**src/rtl/seg7_scan_mux_if.sv**
```systemverilog
// Bundle between the stopwatch core and the 4-digit scan driver:
// digit patterns / enables in, cathode + anode drive back out.
interface seg7_scan_mux_if;
    logic       en_disp;
    logic [6:0] F;
    logic [6:0] S0;
    logic [6:0] S1;
    logic [6:0] M;
    logic [3:0] dp_mask;
    logic [6:0] seg;
    logic       dp;
    logic [3:0] an;
    logic [1:0] digit_sel;
    logic       frame_tick;

    modport master (
        output en_disp, F, S0, S1, M, dp_mask,
        input  seg, dp, an, digit_sel, frame_tick
    );

    modport slave (
        input  en_disp, F, S0, S1, M, dp_mask,
        output seg, dp, an, digit_sel, frame_tick
    );
endinterface

```
**src/rtl/seg7_scan_mux.sv**
```systemverilog
// Time-multiplexed 4-digit common-anode driver with per-slot blanking,
// frame-coherent shadow latching and optional minutes leading-zero blanking.
module seg7_scan_mux #(
    parameter int unsigned DIGIT_CYCLES = 100000,
    parameter int unsigned BLANK_CYCLES = 1000,
    parameter bit          BLANK_LEAD   = 1'b1,
    parameter logic [6:0]  ZERO_GLYPH   = 7'b1000000
) (
    input  logic           Clk,
    input  logic           reset,
    seg7_scan_mux_if.slave disp
);
    localparam int CNT_W = (DIGIT_CYCLES > 1) ? $clog2(DIGIT_CYCLES) : 1;
    localparam logic [CNT_W-1:0] CNT_LAST  = CNT_W'(DIGIT_CYCLES - 1);
    localparam logic [CNT_W-1:0] BLANK_END = CNT_W'(BLANK_CYCLES);

    typedef enum logic [1:0] {
        ST_OFF   = 2'd0,
        ST_BLANK = 2'd1,
        ST_SHOW  = 2'd2
    } state_t;

    state_t           state_reg, state_next;
    logic [CNT_W-1:0] cnt_reg, cnt_next;
    logic [1:0]       dsel_reg, dsel_next;
    logic [CNT_W-1:0] cnt_inc;

    logic [6:0] seg_reg, seg_next;
    logic [3:0] an_reg, an_next;
    logic       dp_reg, dp_next;
    logic       tick_reg, tick_next;

    logic       latch;
    logic       lead_zero;
    logic [6:0] pat [4];
    logic [6:0] shadow_pat [4];
    logic [3:0] shadow_dp_reg;

    assign pat[0] = disp.F;
    assign pat[1] = disp.S0;
    assign pat[2] = disp.S1;
    assign pat[3] = disp.M;

    // One shadow register per digit, all loaded together at the frame boundary.
    genvar gi;
    generate
        for (gi = 0; gi < 4; gi++) begin : g_shadow
            logic [6:0] shadow_reg;

            always_ff @(posedge Clk or negedge reset) begin
                if (!reset) begin
                    shadow_reg <= 7'h7F;
                end else if (latch) begin
                    shadow_reg <= pat[gi];
                end
            end

            assign shadow_pat[gi] = shadow_reg;
        end
    endgenerate

    always_ff @(posedge Clk or negedge reset) begin
        if (!reset) begin
            shadow_dp_reg <= 4'b0000;
        end else if (latch) begin
            shadow_dp_reg <= disp.dp_mask;
        end
    end

    assign lead_zero = BLANK_LEAD && (shadow_pat[3] == ZERO_GLYPH);
    assign cnt_inc   = cnt_reg + 1'b1;

    always_ff @(posedge Clk or negedge reset) begin
        if (!reset) begin
            state_reg <= ST_BLANK;
            cnt_reg   <= '0;
            dsel_reg  <= 2'd0;
            seg_reg   <= 7'h7F;
            an_reg    <= 4'b1111;
            dp_reg    <= 1'b1;
            tick_reg  <= 1'b0;
        end else begin
            state_reg <= state_next;
            cnt_reg   <= cnt_next;
            dsel_reg  <= dsel_next;
            seg_reg   <= seg_next;
            an_reg    <= an_next;
            dp_reg    <= dp_next;
            tick_reg  <= tick_next;
        end
    end

    always_comb begin
        state_next = state_reg;
        cnt_next   = cnt_reg;
        dsel_next  = dsel_reg;
        seg_next   = 7'h7F;
        an_next    = 4'b1111;
        dp_next    = 1'b1;
        tick_next  = 1'b0;
        latch      = 1'b0;

        if (!disp.en_disp) begin
            // Disable beats any slot wrap in the same cycle, so no frame_tick.
            state_next = ST_OFF;
            cnt_next   = '0;
            dsel_next  = 2'd0;
        end else begin
            case (state_reg)
                ST_OFF: begin
                    state_next = ST_BLANK;
                    cnt_next   = '0;
                    dsel_next  = 2'd0;
                end
                ST_BLANK, ST_SHOW: begin
                    latch = (state_reg == ST_BLANK) && (cnt_reg == '0) && (dsel_reg == 2'd0);

                    if (state_reg == ST_SHOW && !(dsel_reg == 2'd3 && lead_zero)) begin
                        an_next  = ~(4'b0001 << dsel_reg);
                        seg_next = shadow_pat[dsel_reg];
                        dp_next  = ~shadow_dp_reg[dsel_reg];
                    end

                    if (cnt_reg == CNT_LAST) begin
                        cnt_next   = '0;
                        dsel_next  = dsel_reg + 2'd1;
                        tick_next  = (dsel_reg == 2'd3);
                        state_next = ST_BLANK;
                    end else begin
                        cnt_next   = cnt_inc;
                        state_next = (cnt_inc < BLANK_END) ? ST_BLANK : ST_SHOW;
                    end
                end
                default: begin
                    state_next = ST_BLANK;
                    cnt_next   = '0;
                    dsel_next  = 2'd0;
                end
            endcase
        end
    end

    assign disp.seg        = seg_reg;
    assign disp.an         = an_reg;
    assign disp.dp         = dp_reg;
    assign disp.frame_tick = tick_reg;
    assign disp.digit_sel  = dsel_reg;
endmodule

```
**src/flat_wrapper.sv**
```systemverilog
// flat-port wrapper written by rule: the top's interface ports become plain ports
module seg7_scan_mux_flat 
#(
    parameter int unsigned DIGIT_CYCLES = 100000,
    parameter int unsigned BLANK_CYCLES = 1000,
    parameter bit          BLANK_LEAD   = 1'b1,
    parameter logic [6:0]  ZERO_GLYPH   = 7'b1000000
)
  (Clk, reset, disp_en_disp, disp_F, disp_S0, disp_S1, disp_M, disp_dp_mask, disp_seg, disp_dp, disp_an, disp_digit_sel, disp_frame_tick);
  seg7_scan_mux_if disp_i ();
  input  logic Clk;
  input  logic reset;
  input wire logic [$bits(disp_i.en_disp)-1:0] disp_en_disp;
  input wire logic [$bits(disp_i.F)-1:0] disp_F;
  input wire logic [$bits(disp_i.S0)-1:0] disp_S0;
  input wire logic [$bits(disp_i.S1)-1:0] disp_S1;
  input wire logic [$bits(disp_i.M)-1:0] disp_M;
  input wire logic [$bits(disp_i.dp_mask)-1:0] disp_dp_mask;
  output wire logic [$bits(disp_i.seg)-1:0] disp_seg;
  output wire logic [$bits(disp_i.dp)-1:0] disp_dp;
  output wire logic [$bits(disp_i.an)-1:0] disp_an;
  output wire logic [$bits(disp_i.digit_sel)-1:0] disp_digit_sel;
  output wire logic [$bits(disp_i.frame_tick)-1:0] disp_frame_tick;
  assign disp_i.en_disp = disp_en_disp;
  assign disp_i.F = disp_F;
  assign disp_i.S0 = disp_S0;
  assign disp_i.S1 = disp_S1;
  assign disp_i.M = disp_M;
  assign disp_i.dp_mask = disp_dp_mask;
  assign disp_seg = disp_i.seg;
  assign disp_dp = disp_i.dp;
  assign disp_an = disp_i.an;
  assign disp_digit_sel = disp_i.digit_sel;
  assign disp_frame_tick = disp_i.frame_tick;
  seg7_scan_mux #(.DIGIT_CYCLES(DIGIT_CYCLES), .BLANK_CYCLES(BLANK_CYCLES), .BLANK_LEAD(BLANK_LEAD), .ZERO_GLYPH(ZERO_GLYPH)) u_core (.Clk(Clk), .reset(reset), .disp(disp_i));
endmodule
```
**config.mk**
```make
export PLATFORM = sky130hd
export DESIGN_NAME = seg7_scan_mux_flat
export DESIGN_NICKNAME = d
export VERILOG_FILES = /design/src/rtl/seg7_scan_mux_if.sv /design/src/rtl/seg7_scan_mux.sv /design/src/flat_wrapper.sv
export SDC_FILE = /design/constraint.sdc
export NUM_CORES = 1
export LEC_CHECK = 0
export CAP_MARGIN = 0
export CORE_MARGIN = 3
export CORE_UTILIZATION = 50
export CTS_BUF_LIST = sky130_fd_sc_hd__clkbuf_8
export CTS_CLUSTER_DIAMETER = 50
export DETAILED_ROUTE_END_ITERATION = 16
export GPL_TIMING_DRIVEN = 0
export PLACE_DENSITY = 0.89
export RECOVER_POWER = 25
export SETUP_SLACK_MARGIN = 0.05
export SLEW_MARGIN = 20
export SYNTH_ARGS = -nofsm -noshare
export SYNTH_HDL_FRONTEND = slang
export SYNTH_SLANG_ARGS = --single-unit
```
**constraint.sdc**
```tcl
create_clock -name Clk -period 2.1 [get_ports Clk]
set_input_delay 0.21 -clock Clk [delete_from_list [all_inputs] [get_ports Clk]]
set_output_delay 0.21 -clock Clk [all_outputs]
set_load 0.05 [all_outputs]
```
==> results summary <==
The flow ran to the end, but the final reports show violations. The checks that failed: setup timing. The timing endpoint of the critical path is u_core.shadow_dp_reg[2]$_DFFE_PN0P_. The number of antenna diodes in the final layout is 0. Summing over every cut layer, the via total after detailed routing is 2,474. The critical path is of the reg -> reg type. The highest net fanout along the worst path came out at 5.

The maximum number of pins on one net before global-route repair is 63. The worst reg-to-reg path cell count came out at 7. The post-route standard cell area excluding fillers is 0.00455 mm^2.

The total wire length after detailed routing came out at 8.88 mm. Leaving out fill and tap cells, the most frequent cell in the layout is sky130_fd_sc_hd__clkdlybuf4s50_1. The placed instances occupy a cell area of 0.00395 mm^2. The starting density of the core is 53.2%. The compound-gate portion of the synthesized area is 2.80%. The path category of the worst min-delay check is in -> async. The biggest area contributor in the post-synthesis netlist is sky130_fd_sc_hd__dfstp_2. The highest clock rate came out at 0.469 GHz. The DRC violation total after the first TritonRoute iteration is 243. The number of slew-limit violations in the final report was 0. For the worst setup path, the data arrival time is 2.37 ns. The sum of overflow across all layers after global routing is 0. The fraction of the cycle the final worst path needs came out at 102%. The post-synthesis mux area share came out at 17.5%. The slew at the pin closest to its max-slew limit is 0.819 ns. Of the post-synthesis cell area, the dominant cell type holds 33.1%. The share of total power in combinational logic is 17.5%. The fraction of the yosys area taken by sequential cells is 52.2%. The root buffer cell chosen for the clock tree is sky130_fd_sc_hd__clkbuf_8.

The number of buffers added by the clock tree synthesis step came out at 9. The half-perimeter wire length of the detailed placement result came out at 5.05 mm. The switching share of total power came out at 23.7%. Of the total synthesized cell area, the portion taken by AND, OR, NAND and NOR gates is 15.0%. The cell count after synthesis came out at 262. The count of placed standard cells in the final layout, fillers left out came out at 418. The number of buffers added on ports came out at 49. The largest buffer count on any clock path came out at 2. Sequential cells account for 49.3% of the total power.

After synthesis, the largest family of logic cells by area is multiplexers. The required time reported for the critical path endpoint is 2.34 ns. Setup repair after global routing could not meet its margin everywhere. The layout net count came out at 381. Averaged over all synthesized cells, the footprint is 12.4 um^2. The endpoint identified for the worst register-to-register timing path is u_core.shadow_dp_reg[2]$_DFFE_PN0P_. The nature of the critical path startpoint is a register. The clock network accounts for 33.2% of the total power. The number of global-route vias before repair came to 2,572. After detailed placement, the design holds a cell count of 387.

The chip height is 86.7 um. The top-level port count came out at 50. The post-synthesis instance area is 0.00326 mm^2. The worst pin sits at a relative slew slack of 45.4%.

By area the synthesized netlist is led by sky130_fd_sc_hd__dfstp_2 (33%), sky130_fd_sc_hd__dfrtp_1 (19%), sky130_fd_sc_hd__mux2_2 (11%). The adder-cell share of the synthesized area came out at 3.07%. The count of final setup violators came out at 8. The post-synth net total is 305. The hold violation count in the final report is 0. The clock latency at the later pin of the worst-skew pair came out at 0.36 ns. TritonCTS built the clock tree. The number of flip-flops under the largest register name is 28. The horizontal die dimension came out at 86.7 um.

The internal power of the cells totals 0.00263 W. The maximum resistive drop on vdd is 635 uV. The total number of yosys warnings came out at 0. The initial antenna violation count came out at 0. The clock sink total is 66. The fraction of final layout cells sized beyond drive strength 1 is 45.2%.

For this run, the leading register cell type out of synthesis is sky130_fd_sc_hd__dfstp_2. The setup slack of the worst register-to-register path came out at -0.03 ns. The post-detailed-route count of antenna-violating nets is 0.

The average routed wire per standard cell is 21.2 um. The total of max-cap violations came out at 0. Routability-driven placement finished with a final weighted congestion of 0.930. The synthesized design contains 66 register bits.

The reg-to-reg critical path startpoint is u_core.cnt_reg[1]$_DFF_PN0_. The number of inserted filler cells in the final layout is 349. The H-tree depth is 3. For this design the ratio of total power to cell area is 758 mW/mm^2.

The xor and xnor fraction of the mapped netlist area came out at 5.11%. The count of different cell masters after synthesis came out at 40. The region available for standard cell placement spans 0.00613 mm^2. The net switching power came out at 0.000819 W. The total routing usage reported by global routing came out at 24.6%.

Total power for the finished layout comes to 0.00345 W. The worst-case clock skew came out at 0.0184 ns. Tracing the worst setup path back leads to its startpoint at u_core.cnt_reg[1]$_DFF_PN0_. From synthesis to final layout, the design area changed by 39.6%. The number of enable-type register cells in the synthesized netlist came out at 0. The leakage power is 1.85 nW. Counting flops with an async set or reset pin after synthesis yields a share of 100%.

The worst-case setup margin in the final layout came out at -0.0331 ns. The first-pass iteration count of the detailed router came out at 5. The die area came out at 0.00752 mm^2. In the layout the commonest cells are sky130_fd_sc_hd__clkdlybuf4s50_1 (48), sky130_fd_sc_hd__dfstp_2 (41), sky130_fd_sc_hd__mux2_4 (30). The first global-routing pass estimated 13.7 mm of wire.

Using the TritonRoute via totals, the vias-per-cell ratio works out to 5.92. The count of unresolved DRC violations after routing came out at 0. The clock transition time at the flip-flop clock pins of the worst setup and hold paths is 0.07 ns.

The worst setup path is captured at a register. The number of placement rows is 28. Subtracting the final worst setup slack from the clock period gives 2.13 ns.
cell type report:
class | count | area, um^2 | area share, %
plain buffers | 14 | 125 | 2.75
multi-input cells | 169 | 1680 | 36.8
flip-flops and latches | 66 | 1710 | 37.5
clock buffers | 12 | 165 | 3.63
well taps | 75 | 93.8 | 2.06
inverters | 10 | 37.5 | 0.825
clock inverters | 4 | 50.0 | 1.10
repair buffers | 68 | 694 | 15.3
power by group through the flow:
stage	Combinational, W	Sequential (W)	Clock, W
2_1_floorplan	0.000357	0.00165	0
3_3_place_gp	0.000466	0.00169	0
3_5_place_dp	0.000491	0.00170	0
4_1_cts	0.000577	0.00168	0.00114
5_1_grt	0.000639	0.00172	0.00123
6_report	0.000604	0.00170	0.00115
kinds of logic after synthesis:
family,count (synthesis)
XOR/XNOR,19
AND/OR/NAND/NOR,88
adder cells (fa/ha/maj),8
buffers and inverters,27
AO/OA/AOI/OAI,11
flip-flops,66
multiplexers,43
layer usage:
layer	wire, um	vias up	global-route usage [%]
met5	0	-	0
met4	393	0	15.2
met3	474	43	5.32
met2	4590	115	41.2
met1	3430	1246	28.8
li1	-	1070	-
through the flow:
step	util (%)	hold WS [ns]	setup WS, ns	setup TNS, ns
2_1_floorplan	-	-0.0856	-0.00236	-0.00709
3_3_place_gp	64.0	0.486	-1.38	-55.21
3_5_place_dp	64.4	0.0300	-0.260	-9.21
4_1_cts	71.7	0.207	-0.0148	-0.0552
5_1_grt	74.2	0.241	-0.0687	-0.932
6_report	74.2	0.234	-0.0331	-0.118
cell usage after synthesis (2+ instances only):
master and instances:
sky130_fd_sc_hd__nand3_1 7, sky130_fd_sc_hd__buf_4 2, sky130_fd_sc_hd__mux4_2 8, sky130_fd_sc_hd__xnor2_1 16, sky130_fd_sc_hd__o31a_1 2, sky130_fd_sc_hd__clkbuf_1 6, sky130_fd_sc_hd__ha_1 8, sky130_fd_sc_hd__buf_2 5
sky130_fd_sc_hd__nor4_1 8, sky130_fd_sc_hd__nor2b_1 3, sky130_fd_sc_hd__xor2_1 3, sky130_fd_sc_hd__nor4_4 2, sky130_fd_sc_hd__dfrtp_1 25, sky130_fd_sc_hd__nand2_1 12, sky130_fd_sc_hd__nor2_1 26, sky130_fd_sc_hd__mux2_2 31
sky130_fd_sc_hd__mux2i_1 3, sky130_fd_sc_hd__a41oi_1 2, sky130_fd_sc_hd__nor3_1 7, sky130_fd_sc_hd__buf_6 3, sky130_fd_sc_hd__and3_1 2, sky130_fd_sc_hd__dfstp_2 41, sky130_fd_sc_hd__nand4_1 6, sky130_fd_sc_hd__inv_1 10
sky130_fd_sc_hd__nand2b_1 9
timing repair:
action | CTS | global route
cloned | 2 | 1
setup endpoints to repair | 60 | 61
resized for setup | 29 | 23
buffers inserted | 9 | 5
pin swaps | 4 | 7
hold buffers | 1 | 0
endpoints found under the hold margin | 26 | 0
worst min-delay path by stage:
stage                                   startpoint                                  end  depth (start not counted)
2_1_floorplan                                reset          u_core.cnt_reg[0]$_DFF_PN0_                          0
3_3_place_gp   u_core.shadow_dp_reg[1]$_DFFE_PN0P_  u_core.shadow_dp_reg[1]$_DFFE_PN0P_                          1
3_5_place_dp                                 reset  u_core.shadow_dp_reg[3]$_DFFE_PN0P_                          1
4_1_cts                                      reset  u_core.shadow_dp_reg[3]$_DFFE_PN0P_                          2
5_1_grt                                      reset  u_core.shadow_dp_reg[3]$_DFFE_PN0P_                          2
6_report                                     reset  u_core.shadow_dp_reg[3]$_DFFE_PN0P_                          2
worst max-delay path: stages (launching register included):
cell and delay (ns):
sky130_fd_sc_hd__dfrtp_2 0.41, sky130_fd_sc_hd__inv_2 0.08, sky130_fd_sc_hd__ha_4 0.13, sky130_fd_sc_hd__or4b_4 0.46, sky130_fd_sc_hd__nor4_4 0.30, sky130_fd_sc_hd__buf_6 0.18, sky130_fd_sc_hd__buf_8 0.15, sky130_fd_sc_hd__mux2_4 0.31
No activity file was read; power rests on OpenSTA's default activity.
